**config.mk**
```make
export PLATFORM = sky130hd
export DESIGN_NAME = multicycle_control_flat
export DESIGN_NICKNAME = d
export VERILOG_FILES = /design/src/rtl/multicycle_control_if.sv /design/src/rtl/multicycle_control.sv /design/src/flat_wrapper.sv
export SDC_FILE = /design/constraint.sdc
export NUM_CORES = 1
export LEC_CHECK = 0
export CELL_PAD_IN_SITES_DETAIL_PLACEMENT = 0
export CELL_PAD_IN_SITES_GLOBAL_PLACEMENT = 1
export CORE_MARGIN = 3
export CORE_UTILIZATION = 42
export CTS_BUF_LIST = sky130_fd_sc_hd__clkbuf_16
export CTS_CLUSTER_DIAMETER = 50
export CTS_CLUSTER_SIZE = 40
export DETAILED_ROUTE_END_ITERATION = 16
export DONT_BUFFER_PORTS = 1
export HOLD_SLACK_MARGIN = 0.02
export PLACE_DENSITY = 0.75
export SLEW_MARGIN = 20
export SYNTH_ARGS = -nofsm -noshare
export SYNTH_HDL_FRONTEND = slang
export SYNTH_SLANG_ARGS = --single-unit
export TNS_END_PERCENT = 20
```
**constraint.sdc**
```tcl
create_clock -name clk -period 1.7 [get_ports clk]
set_clock_uncertainty 0.1 [all_clocks]
set_input_delay 0.34 -clock clk [delete_from_list [all_inputs] [get_ports clk]]
set_output_delay 0.34 -clock clk [all_outputs]
set_load 0.005 [all_outputs]
```
**src/rtl/multicycle_control_if.sv**
```systemverilog
// multicycle_control_if: control/status bundle between the multicycle controller and its datapath.
// master: the controller (takes OP/Zero/mem_ready, drives every control strobe plus debug/status)
// slave:  the datapath side (drives OP/Zero/mem_ready, takes the control strobes)
interface multicycle_control_if;
    logic [5:0] OP;
    logic       Zero;
    logic       mem_ready;
    logic       PCWrite;
    logic       IorD;
    logic       MemRead;
    logic       MemWrite;
    logic       IRWrite;
    logic       RegDst;
    logic       MemtoReg;
    logic       RegWrite;
    logic       ALUSrcA;
    logic [1:0] ALUSrcB;
    logic [2:0] ALUOp;
    logic [1:0] PCSource;
    logic [3:0] state;
    logic       mem_err;
    logic       illegal_op;
    modport master (
        input  OP, Zero, mem_ready,
        output PCWrite, IorD, MemRead, MemWrite, IRWrite, RegDst, MemtoReg, RegWrite,
               ALUSrcA, ALUSrcB, ALUOp, PCSource, state, mem_err, illegal_op
    );
    modport slave (
        output OP, Zero, mem_ready,
        input  PCWrite, IorD, MemRead, MemWrite, IRWrite, RegDst, MemtoReg, RegWrite,
               ALUSrcA, ALUSrcB, ALUOp, PCSource, state, mem_err, illegal_op
    );
endinterface

```
**src/rtl/multicycle_control.sv**
```systemverilog
// multicycle_control: Moore sequencer for the shared-memory multicycle MIPS datapath.
// Ports: clk, reset (async, active-high), bus (multicycle_control_if.master: OP/Zero/mem_ready in,
//        control strobes, debug state, sticky mem_err and illegal_op out).
// Optional: define CTRL_ILLEGAL_TRAP_EN to make an illegal opcode lock the FSM in TRAP until reset;
//           otherwise an illegal opcode executes as a NOP.
// Strobes that depend only on state/OP are registered from the next state; IRWrite, PCWrite and
// illegal_op follow mem_ready/Zero/OP in the same cycle and are decoded combinationally.
module multicycle_control #(
    parameter int WAIT_LIMIT = 15,
    parameter int CNT_WIDTH  = 4
) (
    input logic clk,
    input logic reset,
    multicycle_control_if.master bus
);
    typedef enum logic [3:0] {
        RST = 4'd0, FETCH = 4'd1, DECODE = 4'd2, MEMADR = 4'd3, MEMRD = 4'd4, MEMWB = 4'd5,
        MEMWR = 4'd6, RTEXE = 4'd7, ITEXE = 4'd8, ALUWB = 4'd9, BRANCH = 4'd10, JUMP = 4'd11,
        TRAP = 4'd12
    } stateT;
    typedef struct packed {
        logic       iorD;
        logic       memRead;
        logic       memWrite;
        logic       regDst;
        logic       memtoReg;
        logic       regWrite;
        logic       aluSrcA;
        logic [1:0] aluSrcB;
        logic [2:0] aluOp;
        logic [1:0] pcSource;
    } ctrlT;
    localparam logic [5:0] OP_R = 6'h00, OP_J = 6'h02, OP_BEQ = 6'h04, OP_BNE = 6'h05,
                           OP_ADDI = 6'h08, OP_ANDI = 6'h0C, OP_ORI = 6'h0D,
                           OP_LW = 6'h23, OP_SW = 6'h2B;
`ifdef CTRL_ILLEGAL_TRAP_EN
    localparam stateT ILLEGAL_NEXT = TRAP;
`else
    localparam stateT ILLEGAL_NEXT = FETCH;
`endif
    stateT                state, nextState;
    logic [CNT_WIDTH-1:0] waitCnt, nextCnt;
    logic                 memErr, memState, timeout, legalOp;
    ctrlT                 ctl;
    function automatic ctrlT decode(input stateT s, input logic [5:0] op);
        ctrlT c;
        c = '0;
        case (s)
            FETCH:  begin c.memRead = 1'b1; c.aluSrcB = 2'b01; c.aluOp = 3'b110; end
            DECODE: begin c.aluSrcB = 2'b11; c.aluOp = 3'b110; end
            MEMADR: begin c.aluSrcA = 1'b1; c.aluSrcB = 2'b10; c.aluOp = 3'b110; end
            MEMRD:  begin c.iorD = 1'b1; c.memRead = 1'b1; end
            MEMWB:  begin c.memtoReg = 1'b1; c.regWrite = 1'b1; end
            MEMWR:  begin c.iorD = 1'b1; c.memWrite = 1'b1; end
            RTEXE:  begin c.aluSrcA = 1'b1; c.aluOp = 3'b111; end
            ITEXE:  begin
                c.aluSrcA = 1'b1;
                c.aluSrcB = 2'b10;
                c.aluOp   = op == OP_ORI ? 3'b101 : op == OP_ANDI ? 3'b001 : 3'b110;
            end
            ALUWB:  begin c.regWrite = 1'b1; c.regDst = op == OP_R; end
            BRANCH: begin c.aluSrcA = 1'b1; c.aluOp = 3'b010; c.pcSource = 2'b01; end
            JUMP:   c.pcSource = 2'b10;
            default: ;
        endcase
        return c;
    endfunction
    always_comb begin
        legalOp   = bus.OP inside {OP_R, OP_J, OP_BEQ, OP_BNE, OP_ADDI, OP_ANDI, OP_ORI, OP_LW, OP_SW};
        memState  = state inside {FETCH, MEMRD, MEMWR};
        // ready in the limit cycle wins, so the abort needs mem_ready low as well
        timeout   = memState && !bus.mem_ready && waitCnt == CNT_WIDTH'(WAIT_LIMIT);
        nextState = FETCH;
        case (state)
            FETCH:  nextState = bus.mem_ready ? DECODE : FETCH;
            DECODE: nextState = (bus.OP == OP_LW || bus.OP == OP_SW) ? MEMADR :
                                bus.OP == OP_R ? RTEXE :
                                (bus.OP == OP_ADDI || bus.OP == OP_ANDI || bus.OP == OP_ORI) ? ITEXE :
                                (bus.OP == OP_BEQ || bus.OP == OP_BNE) ? BRANCH :
                                bus.OP == OP_J ? JUMP : ILLEGAL_NEXT;
            MEMADR: nextState = bus.OP == OP_LW ? MEMRD : MEMWR;
            MEMRD:  nextState = bus.mem_ready ? MEMWB : timeout ? FETCH : MEMRD;
            MEMWR:  nextState = (bus.mem_ready || timeout) ? FETCH : MEMWR;
            RTEXE:  nextState = ALUWB;
            ITEXE:  nextState = ALUWB;
`ifdef CTRL_ILLEGAL_TRAP_EN
            TRAP:   nextState = TRAP;
`endif
            default: nextState = FETCH;
        endcase
        // an abort re-enters FETCH from FETCH, so it must clear the counter explicitly
        nextCnt = (nextState != state || timeout || !memState || bus.mem_ready) ? '0 : waitCnt + CNT_WIDTH'(1);
    end
    always_ff @(posedge clk or posedge reset) begin
        if (reset) begin
            state   <= RST;
            waitCnt <= '0;
            memErr  <= 1'b0;
            ctl     <= '0;
        end else begin
            state   <= nextState;
            waitCnt <= nextCnt;
            memErr  <= memErr | timeout;
            ctl     <= decode(nextState, bus.OP);
        end
    end
    assign bus.IRWrite  = state == FETCH && bus.mem_ready;
    assign bus.PCWrite  = (state == FETCH && bus.mem_ready) || state == JUMP ||
                          (state == BRANCH && ((bus.OP == OP_BEQ && bus.Zero) || (bus.OP == OP_BNE && !bus.Zero)));
    assign bus.IorD     = ctl.iorD;
    assign bus.MemRead  = ctl.memRead;
    assign bus.MemWrite = ctl.memWrite;
    assign bus.RegDst   = ctl.regDst;
    assign bus.MemtoReg = ctl.memtoReg;
    assign bus.RegWrite = ctl.regWrite;
    assign bus.ALUSrcA  = ctl.aluSrcA;
    assign bus.ALUSrcB  = ctl.aluSrcB;
    assign bus.ALUOp    = ctl.aluOp;
    assign bus.PCSource = ctl.pcSource;
    assign bus.state    = state;
    assign bus.mem_err  = memErr;
`ifdef CTRL_ILLEGAL_TRAP_EN
    assign bus.illegal_op = (state == DECODE && !legalOp) || state == TRAP;
`else
    assign bus.illegal_op = state == DECODE && !legalOp;
`endif
endmodule

```
**src/flat_wrapper.sv**
```systemverilog
// flat-port wrapper written by rule: the top's interface ports become plain ports
module multicycle_control_flat 
#(
    parameter int WAIT_LIMIT = 15,
    parameter int CNT_WIDTH  = 4
)
  (clk, reset, bus_OP, bus_Zero, bus_mem_ready, bus_PCWrite, bus_IorD, bus_MemRead, bus_MemWrite, bus_IRWrite, bus_RegDst, bus_MemtoReg, bus_RegWrite, bus_ALUSrcA, bus_ALUSrcB, bus_ALUOp, bus_PCSource, bus_state, bus_mem_err, bus_illegal_op);
  multicycle_control_if bus_i ();
  input logic clk;
  input logic reset;
  input wire logic [$bits(bus_i.OP)-1:0] bus_OP;
  input wire logic [$bits(bus_i.Zero)-1:0] bus_Zero;
  input wire logic [$bits(bus_i.mem_ready)-1:0] bus_mem_ready;
  output wire logic [$bits(bus_i.PCWrite)-1:0] bus_PCWrite;
  output wire logic [$bits(bus_i.IorD)-1:0] bus_IorD;
  output wire logic [$bits(bus_i.MemRead)-1:0] bus_MemRead;
  output wire logic [$bits(bus_i.MemWrite)-1:0] bus_MemWrite;
  output wire logic [$bits(bus_i.IRWrite)-1:0] bus_IRWrite;
  output wire logic [$bits(bus_i.RegDst)-1:0] bus_RegDst;
  output wire logic [$bits(bus_i.MemtoReg)-1:0] bus_MemtoReg;
  output wire logic [$bits(bus_i.RegWrite)-1:0] bus_RegWrite;
  output wire logic [$bits(bus_i.ALUSrcA)-1:0] bus_ALUSrcA;
  output wire logic [$bits(bus_i.ALUSrcB)-1:0] bus_ALUSrcB;
  output wire logic [$bits(bus_i.ALUOp)-1:0] bus_ALUOp;
  output wire logic [$bits(bus_i.PCSource)-1:0] bus_PCSource;
  output wire logic [$bits(bus_i.state)-1:0] bus_state;
  output wire logic [$bits(bus_i.mem_err)-1:0] bus_mem_err;
  output wire logic [$bits(bus_i.illegal_op)-1:0] bus_illegal_op;
  assign bus_i.OP = bus_OP;
  assign bus_i.Zero = bus_Zero;
  assign bus_i.mem_ready = bus_mem_ready;
  assign bus_PCWrite = bus_i.PCWrite;
  assign bus_IorD = bus_i.IorD;
  assign bus_MemRead = bus_i.MemRead;
  assign bus_MemWrite = bus_i.MemWrite;
  assign bus_IRWrite = bus_i.IRWrite;
  assign bus_RegDst = bus_i.RegDst;
  assign bus_MemtoReg = bus_i.MemtoReg;
  assign bus_RegWrite = bus_i.RegWrite;
  assign bus_ALUSrcA = bus_i.ALUSrcA;
  assign bus_ALUSrcB = bus_i.ALUSrcB;
  assign bus_ALUOp = bus_i.ALUOp;
  assign bus_PCSource = bus_i.PCSource;
  assign bus_state = bus_i.state;
  assign bus_mem_err = bus_i.mem_err;
  assign bus_illegal_op = bus_i.illegal_op;
  multicycle_control #(.WAIT_LIMIT(WAIT_LIMIT), .CNT_WIDTH(CNT_WIDTH)) u_core (.clk(clk), .reset(reset), .bus(bus_i));
endmodule
```
==> metrics.md <==
| Metric | Value |
|---|---|
| Status | finished with violations |
| Failing checks | negative setup slack |
| Synthesized netlist cell count | 117 |
| Final setup fails | 7 |
| Count of max-cap constraint violations | 0 |
| Unrepaired setup endpoints after global routing | yes |
| Worst-margin pin slew | 0.549 ns |
| Synth top area share | 48.1% |
| Min Tclk post-route | 1.81 ns |
| Maximum number of pins on one net before global-route repair | 24 |
| IO Count | 32 |
| Total CTS buffers | 3 |
| Global-route congestion overflow total | 0 |
| Most common cell after layout, fill and taps aside | buf_4 |
| DP HPWL | ~2.2 mm |
| Via count of the first global-routing pass | 1116 |
| Routability congestion estimate from global placement | 0.750 |
| Setup crit start kind | flip-flop |
| Clock latency on the worst-skew pair | 0.26 ns |
| Post-Synthesis Net Count | 128 |
| First-iteration detailed-routing DRC count | 34 |
| Dominant cell type by area after synthesis | dfrtp_1 |
| Remaining routing DRC violations | 0 |
| Total number of clock tree sinks | 23 |
| Fraction of final layout cells sized beyond drive strength 1 | 42.3% |
| Number of port buffers | 0 |
| Accumulated negative setup slack | -0.283 ns |
| 1st-pass router iterations | 4 |
| Number of hold-slack violations in the final timing report | 0 |
| Worst ir drop on vdd | around 0.00093 V |
| DIE WIDTH | 59.4 µm |
| Worst reg2reg path startpoint | u_core.bus.state[3] |
| Fmax | between 500 and 600 MHz |
| CTS Root Buffer Type | clkbuf_16 |
| CTS clock-pin slew for the worst setup and hold paths | ~0.060 ns |
| Total Routed Length | 3.27 mm |
| Element type at the critical path end | output port |
| Final core area utilization | a little over three fifths |
| Effective utilization at floorplan | 46.2% |
| Die footprint | 3520 µm² |
| Worst endpoint data arrival time | 1.37 ns |
| Final antenna diode count | 0 |
| Synth cell types | 46 |
| Post-synth top flop | dfrtp_1 |
| GRT Resource Usage Total | roughly a fifth |
| Largest cells by area after synthesis | dfrtp_1, nand3_1, nor2_1, nand2b_4, nor4b_1 |
| Leakage power total | 0.743 nW |
| Detail-routed net length per standard cell | 18.2 µm |
| Overall via count from detail_route | 1049 |
| Reg2Reg Setup Slack | -0.05 ns |
| Setup WS post-layout | -0.111 ns |
| Critical Setup Path Class | reg -> out |
| Number of pins with negative max-slew slack in the final report | 0 |
| Register area share after synthesis | about 48% |
| Number of synthesized flops with an enable pin | 0 |
| Leading cell types in the layout, fill and taps excluded | buf_4, dfrtp_1, nor2_1 |
| Max_slew headroom | a little over three fifths |
| Cell area power density | 1560 nW/µm² |
| Post-Synthesis Cell Area | 1200 µm² |
| Endpoint of the most critical register-to-register path | u_core.bus.ALUSrcB[1] |
| Antenna violations before repair | 0 |
| Highest net fanout along the worst path | 2 |
| Cell count of the worst reg-to-reg path | 7 |
| Synth-to-layout area growth | 35.5% |
| Buffer depth of the longest clock path | 2 |
| Worst Setup SP | u_core.bus.state[3] |
| First-pass GRT wire length | ~5.3 mm |
| Ys async rst share | 100% |
| Kind of path behind the tightest hold check | in -> reg |
| Clock tree from TritonCTS | done |
| Core area | 2590 µm² |
| Final cycle utilization of the critical path | 107% |
| Yosys reg bits | 23 |
| Number of placement rows | 18 |
| H-tree Lvls | 1 |
| Critical path data required time | 1.26 ns |
| Die height | 59.4 µm |
| Vias per inst | 5.86 |
| Worst setup path end | bus_illegal_op |
| Number of nets in the finished design | 161 |
| Synthesized area divided by synthesized cell count | 10.2 µm² |
| ANT nets after route | 0 |
| Number of warnings issued by yosys | 0 |
[critical path: stages, from the launching register on]
cell and delay, ns:
dfrtp_2 0.43, nor2_4 0.11, nand3b_1 0.13, buf_4 0.17
a21oi_2 0.10, and3_1 0.18
[per-stage QoR]
step	worst slack, ns	std cells	instance area (µm²)	total power [mW]	hold slack, ns
2_1_floorplan	-0.169	117	1210	1.45	0.242
3_3_place_gp	-0.0418	166	1380	1.78	0.182
3_5_place_dp	-0.122	166	1380	1.80	0.190
4_1_cts	-0.0711	179	1560	2.46	0.204
5_1_grt	-0.181	179	1620	2.69	0.208
6_report	-0.111	179	1620	2.53	0.201
[repair_timing]
item	CTS	global route
setup buffers	8	0
pin swaps	3	7
hold buffers	1	0
resized for setup	9	14
hold endpoints to repair	23	0
endpoints found under the setup margin	11	16
[report_power, final]
part / internal [mW] / switching [mW]
combinational: 0.603 / 0.598
clock: 0.316 / 0.191
sequential: 0.706 / 0.117
[per-layer routing]
layer	vias up	share of wire, %	global-route usage [%]
met1	505	42	25.8
met2	51	50	32.1
met4	0	0.83	5.83
li1	490	-	-
met3	3	7.2	6.10
met5	-	0	0
[layout make-up]
class | count | area (µm²)
fill | 214 | 970
multi-input combinational | 81 | 632
sequential | 23 | 579
timing repair buffer | 34 | 265
clock buffer | 3 | 75.1
tap | 30 | 37.5
inverter | 7 | 26.3
clock inverter | 1 | 5.00
[flip-flops by register name (all words and copies together) (netlist names), 2 cells and up]
register,cells
u_core.waitCnt,4
u_core.bus.ALUSrcB,2
u_core.bus.ALUOp,3
u_core.bus.PCSource,2
u_core.bus.state,4
[worst min-delay path by stage]
stage               cells past startpoint  slack (ns)                     end           from
floorplan                               1        0.24     u_core.bus.ALUOp[0]          reset
global placement                        2        0.18  u_core.bus.PCSource[0]          reset
detailed placement                      2        0.19   u_core.bus.ALUSrcB[0]          reset
CTS                                     2        0.20     u_core.bus.ALUOp[0]      bus_OP[3]
global route                            2        0.21     u_core.bus.MemWrite  bus_mem_ready
finish                                  2        0.20     u_core.bus.ALUOp[0]      bus_OP[3]
[synth_stat cells (all sizes together) (2+ instances only)]
cell type / instances
dfrtp: 23
and3: 2
nand2: 5
a21oi: 4
a31oi: 2
nor2b: 3
inv: 7
o31ai: 3
o21ai: 6
clkbuf: 2
nand3: 9
buf: 4
nor2: 11
nand2b: 3
xnor2: 2
nor3: 5
nor4b: 3
o211ai: 2
[kinds of logic (layout without fill, tap and decap cells)]
family          Yosys count  in the layout  synth area share (%)
compound gates           28             28                  17.7
xor+xnor                  3              3                  2.20
fa+ha+maj                 1              1                  1.05
buf+inv                  13             45                  5.86
flops                    23             23                  48.1
mux                       2              2                  2.09
simple gates             47             47                  23.0
Note: power is estimated with default switching activity, not from simulation.
